File: src/rtl/seq_detector_param.sv
// seq_detector_param: parametrised serial pattern detector with hold/release; define MATCH_CNT_EN for a saturating match counter
module seq_detector_param #(
    parameter int                 PAT_LEN = 7,
    parameter logic [PAT_LEN-1:0] PATTERN = 7'b0111110,
    parameter bit                 OVERLAP = 1'b1,
    parameter int                 CNT_W   = 8
) (
    input  logic             clk,
    input  logic             rst_n,
    input  logic             j,
    input  logic             valid,
    input  logic             en,
    output logic             w,
    output logic             match_pulse,
    output logic [CNT_W-1:0] match_cnt
);
    localparam int FW = $clog2(PAT_LEN + 1);
    localparam logic [FW-1:0] FULL = FW'(PAT_LEN);

    typedef enum logic {SCAN, HOLD} state_t;

    state_t             state_q, state_d;
    logic [PAT_LEN-1:0] hist_q, hist_d, nh;
    logic [FW-1:0]      fill_q, fill_d;
    logic               pulse_q, pulse_d;

    if (PAT_LEN < 2 || PAT_LEN > 32 || CNT_W < 1) begin : g_bad_param
        $error("seq_detector_param: PAT_LEN must be 2..32 and CNT_W >= 1");
    end

    always_comb begin
        nh      = {hist_q[PAT_LEN-2:0], j};
        state_d = state_q;
        hist_d  = hist_q;
        fill_d  = fill_q;
        pulse_d = 1'b0;
        if (state_q == SCAN) begin
            if (valid) begin
                hist_d = nh;
                fill_d = (fill_q == FULL) ? fill_q : fill_q + FW'(1);
                // fill_q counts bits before this one, so PAT_LEN-1 means this bit completes a full window
                if (nh == PATTERN && fill_q >= FULL - FW'(1)) begin
                    state_d = HOLD;
                    pulse_d = 1'b1;
                end
            end
        end else if (en) begin
            state_d = SCAN;
            if (!OVERLAP) begin
                hist_d = '0;
                fill_d = '0;
            end
        end
    end

    always_ff @(posedge clk or negedge rst_n) begin
        if (!rst_n) begin
            state_q <= SCAN;
            hist_q  <= '0;
            fill_q  <= '0;
            pulse_q <= 1'b0;
        end else begin
            state_q <= state_d;
            hist_q  <= hist_d;
            fill_q  <= fill_d;
            pulse_q <= pulse_d;
        end
    end

    assign w           = (state_q == HOLD);
    assign match_pulse = pulse_q;

`ifdef MATCH_CNT_EN
    logic [CNT_W-1:0] cnt_q, cnt_d;

    always_comb cnt_d = (pulse_d && cnt_q != '1) ? cnt_q + CNT_W'(1) : cnt_q;

    always_ff @(posedge clk or negedge rst_n) begin
        if (!rst_n) cnt_q <= '0;
        else        cnt_q <= cnt_d;
    end

    assign match_cnt = cnt_q;
`else
    assign match_cnt = '0;
`endif
endmodule

File: config.mk
export PLATFORM = sky130hd
export DESIGN_NAME = seq_detector_param
export DESIGN_NICKNAME = d
export VERILOG_FILES = /design/src/rtl/seq_detector_param.sv
export SDC_FILE = /design/constraint.sdc
export NUM_CORES = 1
export LEC_CHECK = 0
export ABC_CLOCK_PERIOD_IN_PS = 1500
export CAP_MARGIN = 5
export CORE_ASPECT_RATIO = 0.9
export CORE_UTILIZATION = 35
export DETAILED_ROUTE_END_ITERATION = 12
export GPL_TIMING_DRIVEN = 0
export MAX_ROUTING_LAYER = met4
export PLACE_DENSITY = 0.68
export SLEW_MARGIN = 20
export SYNTH_ARGS = -nofsm -noshare
export SYNTH_HDL_FRONTEND = slang
export SYNTH_SLANG_ARGS = --single-unit
File: constraint.sdc
create_clock -name clk -period 1.5 [get_ports clk]
set_input_delay 0.45 -clock clk [delete_from_list [all_inputs] [get_ports clk]]
set_output_delay 0.45 -clock clk [all_outputs]
set_load 0.05 [all_outputs]
# [Word level (Yosys, flattened, before mapping)]
# Cells that the tools add are included.
[classes] addsub=1 n_lt_le_gt_ge=1 n_eq_ne=2 n_mux=5 bitwise_logic=2 reduce_logical=3
[ops] operator="$eq A7 B6 Y1 const B" n=1
[ops] operator="$mux W1" n=5
[ops] operator="$add A3 B1 Y3 const B" n=1
[ops] operator="$eq A3 B3 Y1 const B" n=1
[ops] operator="$ge A3 B3 Y1 const B" n=1
[ops] operator="$reduce_and A3 Y1" n=1
[ops] operator="$not A1 Y1" n=2
[ops] operator="$reduce_and A2 Y1" n=1
[ops] operator="$logic_and A1 B1 Y1" n=1
[totals] register_bits=11 output_inout_bits=10

# [Longest topological paths before layout]
[depth] ltp_word=5 mapped_depth=5 mapped_depth_nobuf=5

# [Worst setup path before layout]
# Ideal clock, no wire load.
[synth_timing] path_type="register to register" from="register state_q, in the netlist w" to="register fill_q[2]" t_arrival_ns=1.297 slack_ns=0.077 path_stages_with_launch=5 path_buffers=1 synth_period_minus_slack_ns=1.423 cell_sequence="dfrtp_1 -> nand2b_4 -> buf_8 -> nor2_4 -> mux2_4"
[synth_via] elab_chain_cells=2
[synth_rtl] element="start: declaration" line_no="22" text="state_t state_q, state_d;"
[synth_rtl] element="start signal: assignment" line_no="63" text="state_q <= state_d;"
[synth_rtl] element="$not A1 Y1 (no line)"
[synth_rtl] element="$reduce_and A3 Y1 (no line)"
[synth_rtl] element="end signal: assignment" line_no="65" text="fill_q <= fill_d;"
[synth_rtl] element="end: declaration" line_no="24" text="logic [FW-1:0] fill_q, fill_d;"
# No other way between the ends.
# A chain may end at the register's enable or synchronous reset.

# [Final worst setup path]
[layout_timing] from="register pulse_q, in the netlist match_pulse" to="output port match_pulse"
[layout_lines] element="start: declaration" line_no="25" text="logic pulse_q, pulse_d;"
[layout_lines] element="start signal: assignment" line_no="66" text="pulse_q <= pulse_d;"
[layout_lines] element="end: declaration" line_no="14" text="output logic match_pulse,"
# No word-level cell between the ends.

==> impl_metrics.yaml <==
sta:
  finalCritPeriodShare_pct: 94.0
  slew_violations: 0
  hold_violations: 0
  rsz0062_at_grt: "no"
  fin_skew_ns: 0.0118
  whs_ns: 0.499
  min_period_ns: 1.41
  setup_viol: 0
  setup_tns_ns: 0
  max_freq_mhz: 709
setup_path:
  critPathArrivalTime_ns: 0.96
  required_ns: 1.05
  cp_max_fo: 1
  slowest_stage: "dfrtp_1"
  cp-start-kind: "register"
  crit_buf_inv: 1
  cp_slowest_stage_delay_ns: 0.36
  end_kind: "output pin"
  critical-path-top-delay-family: "flip-flops"
  critPathKind: "reg -> out"
  cp_cell_sequence: "clkdlybuf4s15_2"
logic_synthesis:
  synth-simple-area-share_pct: 12.6
  yosys.area.top_type_share_pct: 47.1
  yosysWarnings: 0
  synth_top_family_by_area: "buffers and inverters"
  synth.area.top_cells: "dfrtp_1 (47%), mux2_2 (12%), buf_4 (10%), ha_1 (6.4%), nor4_4 (3.6%)"
  ys_seq_area_share_pct: 47.1
  synth_compound_area_share_pct: 3.43
  synthAdderAreaFrac_pct: 6.42
  synth_area_um2: 584
  netlist_instances: 43
  synth_mux_area_share_pct: 14.1
  synth_xor_area_share_pct: 1.50
  yosys_register_bits: 11
  ys_types: 18
  yosys.area.top_type: "dfrtp_1"
  syn_avg_cell_area_um2: 13.6
grt:
  grt_usage_pct: 10.1
  grt_overflow: 0
  grt_pass1_vias: 272
  busiest_layer: "met2"
  grt_util_met2_pct: 14.5
  met3_usage_pct: 7.93
  antenna_found_initial: 0
  grt_use_met1_pct: 11.1
  grt_pass1_wl_mm: 1.15
  grt_max_degree: 12
cells_and_area:
  mostFrequentLayoutCell: "dfrtp_1"
  antenna_cells: 0
  area_delta_synth_final_pct: 23.3
  fin_nets: 69
  final_cell_mix: "dfrtp_1 (11), buf_4 (8), conb_1 (8)"
  design_area_um2: 721
  final_layout_size_suffix_gt1_share_pct: 41.7
  fin_util_pct: 48.2
clocking:
  cts_sinks: 11
  cts_tree: "done"
  clkTransAtPathRegs_ns: 0.08
  clk_path_buf_depth: 2
  h-tree-depth: 1
  cts_buffers: 3
  clock-root-buffer: "clkbuf_4"
  postCtsHoldBufs: 0
  clk-insertion-delay-late_ns: 0.27
die:
  die_h_um: 40.8
  coreArea_um2: 1500
  die_w_um: 45.1
  initial_core_util_pct: 39.0
  die_area_um2: 1840
  boundaryPins: 15
  num_rows: 13
route:
  antenna_left: 0
  post_drt_wl_per_cell_um: 8.93
  route.detailed.vias_per_inst: 3.96
  wl_um: 732
  vias: 325
  dr.pass1.iters: 3
  drc: 0
  drtIter0Drc: 2
place:
  dp_hpwl_um: 565
  place_congestion: 0.624
  portBuffers: 6
  placed_area_um2: 698
power_and_ir_drop:
  p_int_w: 0.000638
  finalPower_w: 0.000952
  p_switching_w: 0.000314
  p_per_area_nw_per_um2: 1320
  seqPwrFrac_pct: 45.7
  p_clk_share_pct: 21.4
  combinationalPowerShare_pct: 32.9
  switching_share_pct: 33.0
  ir_worst_vdd_v: 0.000712
  p_leak_nw: 0.356
outcome:
  outcome: "finished, final reports clean"
job:
  maxCapViolCount: 0
min_path:
  hp-class: "in -> async"
sequential cells by signal (all words and copies together) (netlist names):
register and count:
hist_q 6, fill_q 3, match_pulse 1, w 1
cell usage after synthesis (all sizes together):
cell      n
nor4      1
mux2      7
nand4bb   1
buf       9
xnor2     1
conb      1
o31ai     1
nor2      2
o21ai     1
nand2b    1
inv       2
dfrtp    11
a21o      1
nand4     1
ha        3
path summary, 6_finish.rpt:
kind	depth (start not counted)	from	slack, ns	endpoint
worst max-delay path	1	match_pulse$_DFF_PN0_	0.09	match_pulse
worst min-delay path	1	rst_n	0.50	fill_q[2]$_DFFE_PN0P_
worst max register to register	4	fill_q[1]$_DFFE_PN0P_	0.10	fill_q[2]$_DFFE_PN0P_
worst min register to register	1	hist_q[5]$_DFFE_PN0P_	0.50	hist_q[5]$_DFFE_PN0P_
max in group asynchronous	1	rst_n	0.66	hist_q[1]$_DFFE_PN0P_
min in group clk	1	hist_q[5]$_DFFE_PN0P_	0.50	hist_q[5]$_DFFE_PN0P_
power by group through the flow:
| stage | Sequential (W) | Combinational [W] | Clock [W] |
|---|---|---|---|
| 2_1_floorplan | 0.000429 | 0.000265 | 0 |
| 3_3_place_gp | 0.000439 | 0.000303 | 0 |
| 3_5_place_dp | 0.000443 | 0.000315 | 0 |
| 4_1_cts | 0.000437 | 0.000317 | 0.000211 |
| 5_1_grt | 0.000446 | 0.000350 | 0.000227 |
| 6_report | 0.000435 | 0.000313 | 0.000204 |
per-stage QoR:
stage | std cells | setup slack [ns]
after floorplan | 50 | 0.0774
after global placement | 78 | -0.197
after detailed placement | 78 | -0.186
after CTS | 82 | 0.0221
after global routing | 82 | 0.0341
final | 82 | 0.0903
area by class of cell:
| type | instances | area, um2 |
|---|---|---|
| buffer | 9 | 75.1 |
| clock buffer | 4 | 26.3 |
| fill | 141 | 776 |
| inverter | 2 | 7.51 |
| multi-input combinational | 28 | 253 |
| sequential | 11 | 275 |
| tap | 22 | 27.5 |
| timing repair buffer | 6 | 56.3 |
metal layers:
| metal | share of wire [%] | up-vias |
|---|---|---|
| li1 | - | 163 |
| met1 | 47 | 150 |
| met2 | 43 | 12 |
| met3 | 9.7 | 0 |
| met4 | 0 | 0 |
| met5 | 0 | - |
logic make-up after synthesis:
logic type / count (synthesis)
DFF: 11
AOI/OAI and AO/OA: 3
other: 1
muxes: 7
adders and majority gates: 3
and+or+nand+nor: 6
buffers and inverters: 11
xor gates and xnor gates: 1
repair_timing:
item / 4_1_cts / 5_1_grt
buffers inserted: 0 / 0
pin swaps: 0 / 0
hold endpoints to repair: 0 / 0
setup endpoints to repair: 2 / 1
resized for setup: 6 / 2
Note: power is estimated with default switching activity, not from simulation.
